==> src/rtl/cfg_chain.sv <==
// Config shift chain: WIDTH-bit beats fill a LEN-bit frame; commit copies it to the fabric shadow (CFG_SHADOW_EN).
// Latency: beat visible in shift/cfg_out one cycle after sampling; committed frame on ff_chain one cycle after commit.
// Backpressure: none; beats offered in FULL and early commits are dropped and flagged on sticky err.
module cfg_chain #(
    parameter int LEN   = 8,
    parameter int WIDTH = 1
) (
    input  logic             clk,
    input  logic             res_n,
    input  logic [WIDTH-1:0] cfg_in,
    input  logic             cfg_valid,
    input  logic             commit,
    input  logic             en,
    output logic [LEN-1:0]   ff_chain,
    output logic [WIDTH-1:0] cfg_out,
    output logic             full,
    output logic             cfg_upd,
    output logic             err
);
    localparam int BEATS = LEN / WIDTH;
    localparam int CW    = $clog2(BEATS + 1);

    typedef enum logic [1:0] {
        ST_EMPTY,
        ST_SHIFT,
        ST_FULL
    } state_t;

    state_t          state;
    logic [CW-1:0]   cnt;
    logic [LEN-1:0]  shift;
    logic [LEN-1:0]  shift_nxt;

    assign shift_nxt = {shift[LEN-WIDTH-1:0], cfg_in};

`ifdef CFG_SHADOW_EN
    logic [LEN-1:0]  shadow;

    always_ff @(posedge clk) begin
        if (!res_n) begin
            shadow <= '0;
        end else if (state == ST_FULL && commit) begin
            shadow <= shift;
        end
    end

    assign ff_chain = en ? shadow : '0;
`else
    // Transparent mode: the fabric sees the chain as it shifts.
    assign ff_chain = en ? shift : '0;
`endif

    always_ff @(posedge clk) begin
        if (!res_n) begin
            state   <= ST_EMPTY;
            cnt     <= '0;
            shift   <= '0;
            cfg_upd <= 1'b0;
            err     <= 1'b0;
        end else begin
            cfg_upd <= 1'b0;
            case (state)
                ST_EMPTY: begin
                    if (cfg_valid) begin
                        shift <= shift_nxt;
                        cnt   <= CW'(1);
                        state <= (BEATS == 1) ? ST_FULL : ST_SHIFT;
                    end
                    if (commit) begin
                        err <= 1'b1;
                    end
                end
                ST_SHIFT: begin
                    if (cfg_valid) begin
                        shift <= shift_nxt;
                        cnt   <= cnt + CW'(1);
                        if (cnt + CW'(1) == CW'(BEATS)) begin
                            state <= ST_FULL;
                        end
                    end
                    if (commit) begin
                        err <= 1'b1;
                    end
                end
                ST_FULL: begin
                    // A beat offered here has nowhere to go; flag it rather than lose it silently.
                    if (cfg_valid) begin
                        err <= 1'b1;
                    end
                    if (commit) begin
                        cnt     <= '0;
                        cfg_upd <= 1'b1;
                        state   <= ST_EMPTY;
                    end
                end
                default: begin
                    state <= ST_EMPTY;
                    cnt   <= '0;
                end
            endcase
        end
    end

    assign full    = (state == ST_FULL);
    assign cfg_out = shift[LEN-1 -: WIDTH];
endmodule

==> config.mk <==
export PLATFORM = sky130hd
export DESIGN_NAME = cfg_chain
export DESIGN_NICKNAME = d
export VERILOG_FILES = /design/src/rtl/cfg_chain.sv
export SDC_FILE = /design/constraint.sdc
export NUM_CORES = 1
export LEC_CHECK = 0
export BUFFER_PORTS_ARGS = -buffer_cell sky130_fd_sc_hd__buf_2
export CAP_MARGIN = 0
export CORE_MARGIN = 10
export CORE_UTILIZATION = 45
export DETAILED_ROUTE_END_ITERATION = 12
export PLACE_DENSITY = 0.69
export SLEW_MARGIN = 20
export SYNTH_ARGS = -nofsm -noshare
export SYNTH_HDL_FRONTEND = slang
export SYNTH_SLANG_ARGS = --single-unit
==> constraint.sdc <==
create_clock -name clk -period 1.5 [get_ports clk]
set_input_delay 0.225 -clock clk [delete_from_list [all_inputs] [get_ports clk]]
set_output_delay 0.225 -clock clk [all_outputs]
set_load 0.05 [all_outputs]
# After elaboration in Yosys (flattened, before gate mapping)
# Index checks and enable logic that the tools add are counted.
# classes
n_addsub,1
muxes,14
n_reduce_logical,8
n_eq_ne,9
# op_table
operator,count
$mux W4,3
$pmux W4 S3,1
$ne A2 B2 Y1 const B,5
$mux W2,4
$mux W8,1
$pmux W2 S3,1
$reduce_and A3 Y1,2
$add A4 B1 Y4 const B,1
$eq A4 B4 Y1 const B,1
$reduce_and A2 Y1,2
$reduce_and A4 Y1,1
$mux W1,3
$eq A2 B1 Y1 const B,1
$eq A2 B2 Y1 const B,1
$logic_not A2 Y1,1
$ne A2 B1 Y1 const B,1
$pmux W1 S2,1
$reduce_bool A2 Y1,1
$reduce_or A2 Y1,1
# word_totals
reg_bits,16
word_cells,37
input_bits,6
out_inout_bits,12

# Logic depth before layout (Yosys ltp)
# logic_depth
ltp_word,5
ltp_mapped,5
ltp_nobuf,4

# Least setup slack after synthesis
# No wires, ideal clock.
# synth_path
kind,reg2reg
start,reg state[0]
end,reg err
n_path_buf,1
path_stages_with_launch,5
period_less_slack_ns,1.576
required_time_ns,1.431
setup_slack_ns,-0.076
setup_ns,0.069
t_arrival_ns,1.507
cell_sequence,dfxtp_1 > clkbuf_1 > nor2b_1 > a221oi_1 > nor2_1
# synth_between
word_cells_on_any_way,9
cone_classes,eq/ne (4); mux (1); reduce/logical (4)
# synth_lines
item,line_no,rtl
"start, declared",29,state_t state;
"start signal, assigned",67,state <= (BEATS == 1) ? ST_FULL : ST_SHIFT;
$eq A2 B2 Y1 *,--,
named net full,16,"output logic full,"
$ne A2 B2 Y1 (no source line) or $reduce_bool A2 Y1 (tied branches),--,
$reduce_and A3 Y1 (no source line),--,
"end signal, assigned",59,err <= 1'b0;
"end signal, assigned",70,err <= 1'b1;
"end signal, assigned",82,err <= 1'b1;
"end, declared",18,output logic err
# Mark *: on every way through the listed nets, which the timed path passes. The rest lies on a longest branch.
# A chain may end at the register's enable or synchronous reset.

# Worst setup path after layout
# layout_path
start,reg state[1]
end,out full
# layout_between
elab_chain_cells,1
# layout_rtl
item,line_no,rtl
$eq A2 B2 Y1,104,assign full = (state == ST_FULL);
"end, declared",16,
# No other way between the ends.

==> key figures <==
Flow run
  – Max cap viols: 0

Critical path
  – CP startpoint kind: flop
  – Crit path DAT: ~1.2 ns
  – Worst EP required: 1.27 ns
  – Worst r2r path cells: 3
  – Worst r2r dst: cnt[3]$_SDFFE_PN0P_
  – R2r startpoint: state[1]$_SDFFE_PN0P_
  – Crit path capture type: primary output
  – Worst setup path startpoint: state[1]$_SDFFE_PN0P_
  – Reg2reg setup slack: 0.22 ns
  – Worst-path fanout max: 9
  – Critical path class: reg2out

CTS
  – Root buffer cell: clkbuf_4
  – Worst skew pair latency: 0.28 ns
  – CTS tree: done
  – CTS Hold Bufs: 0
  – Max H-tree Level: 1
  – Worst-path clk slew: 0.09 ns
  – Total CTS buffers: 3
  – CTS Sinks: 16
  – Max clock buf depth: 2

Floorplan
  – Die Span Y: between 60 and 70 um
  – Starting Density: a little under half
  – Die width: 60.3 um
  – Area of the core: 0.00152 mm^2
  – Top Ports: 18
  – Die area: 0.00364 mm^2
  – Row count: 14

Pwr
  – NetSw: 188 uW
  – Clock power share: 35.5%
  – Sequential power share: 56.4%
  – Logic pwr share: 8.1%
  – VDD IR-drop max: approximately 0.00056 V
  – Pwr dens: 922 mW/mm^2
  – Switching Share: 23.8%
  – Internal power: 602 uW
  – Leakage: 0.357 nW

Global routing
  – Initial antenna violation count: 0
  – Largest net degree at the start of global routing: 15
  – Total global routing overflow: 0
  – Total GRT Usage: 8.74%
  – First-pass GRT wire length: 2500 um
  – Number of global-route vias before repair: 567

Finish
  – Area Growth Syn to Fin: 17.3%
  – NumNets Final: 115
  – Post-route insts no fill: 123
  – Final Instance Area: about 860 um^2
  – # fillers: 151
  – Diodes inserted: 0
  – Share of cells above drive strength 1: between 20% and 30%

Synth
  – Yosys reg bits: 16
  – Mapped Cells: 89
  – Share of the synthesized area in the top cell type: 43.8%
  – EDFF count, synth: 0
  – Main synth FF type: dfxtp_1
  – Count leader, synth: nand2_1
  – Top post-synthesis cells by area: dfxtp_1 44%, nand2_1 9.8%, a21oi_1 8.2%
  – YS warnings: 0
  – Yosys top cell by area: dfxtp_1
  – Fraction of the yosys area taken by sequential cells: 43.8%
  – Post-synthesis cell type count: 26
  – Most frequent cells after synthesis: 19 x nand2_1, 16 x dfxtp_1, 12 x a21oi_1
  – Mapped Nets: between 90 and 100
  – Syn Area/Cell: 8.21 um^2
  – Post-synth ARST share: 0%
  – Syn Std Cell Area: 731 um^2

STA
  – Max-slew violations: 0
  – Setup violations, final: 0
  – Max_slew headroom: 72.1%
  – Crit path time final: 1.39 ns
  – Crit share post-route: 92.6%
  – Fin Clk Skew: between 0.001 and 0.0015 ns
  – Least-Margin Pin Slew: approximately 0.42 ns
  – Fin Setup TNS: 0 ns
  – Hold violation total from the final report: 0
  – RSZ-0062 raised after global routing: no
  – Max Freq: 720 MHz

Detailed routing
  – DRT Wirelength: 1490 um
  – Routed len/inst: about 12 um
  – Vias: 638
  – ANT nets after route: 0
  – First DRT Iteration DRCs: 21
  – Vias/cell: 5.19
  – Drt pass-1 iters: 4
  – # DRC: 0

Place
  – GPL Wtd Cong: around 0.80
  – DP Wirelength: ~1100 um
  – Port bufs: 17
  – Dpl cells: 119
  – Placed inst area: 820 um^2

Worst hold path
  – Worst Hold Endpoint: shift[0]$_SDFFE_PN0P_
  – HP Class: in2reg
  – Hold_sp: cfg_in
  – Cell depth of the worst min-delay path: 3

Run status
  – Status: complete, no violations
-- cell type report --
type	count	area, um^2	area share [%]
well taps	16	20.0	2.34
flip-flops and latches	16	322	37.5
repair buffers	19	100	11.7
inverters	2	7.51	0.876
multi-input cells	66	372	43.4
clock buffers	4	36.3	4.23
-- registers in the layout (all words and copies together) (netlist names) --
register,flops
cfg_upd,1
cnt,4
state,2
err,1
shift,8
-- cells in the final DEF (no fill, tap or decap), types with 2 or more instances in the layout --
cell and instances:
o21ai_0 3, buf_2 17, nand2_1 19, nand4_1 2
nand3_1 2, inv_1 2, a21oi_1 12, nor2_1 3
a31oi_1 2, dfxtp_1 15, buf_4 2, clkbuf_4 3
and2_1 8
-- cells by family (layout without fill, tap and decap cells) --
group                      count (synthesis)  after routing  share of synthesized area, %
and+or+nand+nor                           43             43                          30.8
AOI/OAI and AO/OA                         22             22                          18.0
DFF                                       16             16                          43.8
buffers and inverters                      7             25                          5.65
adders and majority gates                  1              1                          1.71
-- critical path: stages (launching register included) --
cell	delay, ns
dfxtp_2	0.41
nor2b_2	0.19
buf_2	0.28
-- power by group through the flow --
stage / Clock, mW / Combinational, mW / Sequential [mW]
2_1_floorplan: 0 / 0.0418 / 0.456
3_3_place_gp: 0 / 0.0632 / 0.455
3_5_place_dp: 0 / 0.0649 / 0.455
4_1_cts: 0.295 / 0.0650 / 0.445
5_1_grt: 0.313 / 0.0710 / 0.447
6_report: 0.281 / 0.0641 / 0.445
-- timing repair --
item	4_1_cts	5_1_grt
resized for setup	0	1
buffers inserted	0	0
endpoints found under the setup margin	0	1
-- worst max-delay path by stage --
| stage | slack [ns] | end | depth (start not counted) |
|---|---|---|---|
| after floorplan | 0.14 | cnt[3]$_SDFFE_PN0P_ | 5 |
| after global placement | 0.22 | cnt[3]$_SDFFE_PN0P_ | 3 |
| after detailed placement | 0.18 | cnt[3]$_SDFFE_PN0P_ | 3 |
| after CTS | 0.006 | full | 2 |
| after global routing | 0.02 | full | 2 |
| final | 0.11 | full | 2 |
-- through the flow --
stage	worst slack, ns	utilization [%]	hold WS [ns]	total power, mW
floorplan	0.141	-	0.343	0.498
global placement	0.218	53.8	0.456	0.518
detailed placement	0.182	53.8	0.455	0.520
CTS	0.00582	56.2	0.158	0.806
global route	0.0193	56.2	0.154	0.831
finish	0.111	56.2	0.171	0.790
-- routing by layer --
layer / track usage, % / vias to the layer above / wire length, um
li1: - / 341 / -
met1: 11.1 / 281 / 642
met4: 1.92 / 0 / 0
met2: 12.5 / 16 / 708
met3: 4.87 / 0 / 138
met5: 0 / - / 0
Note: power is estimated with default switching activity, not from simulation.
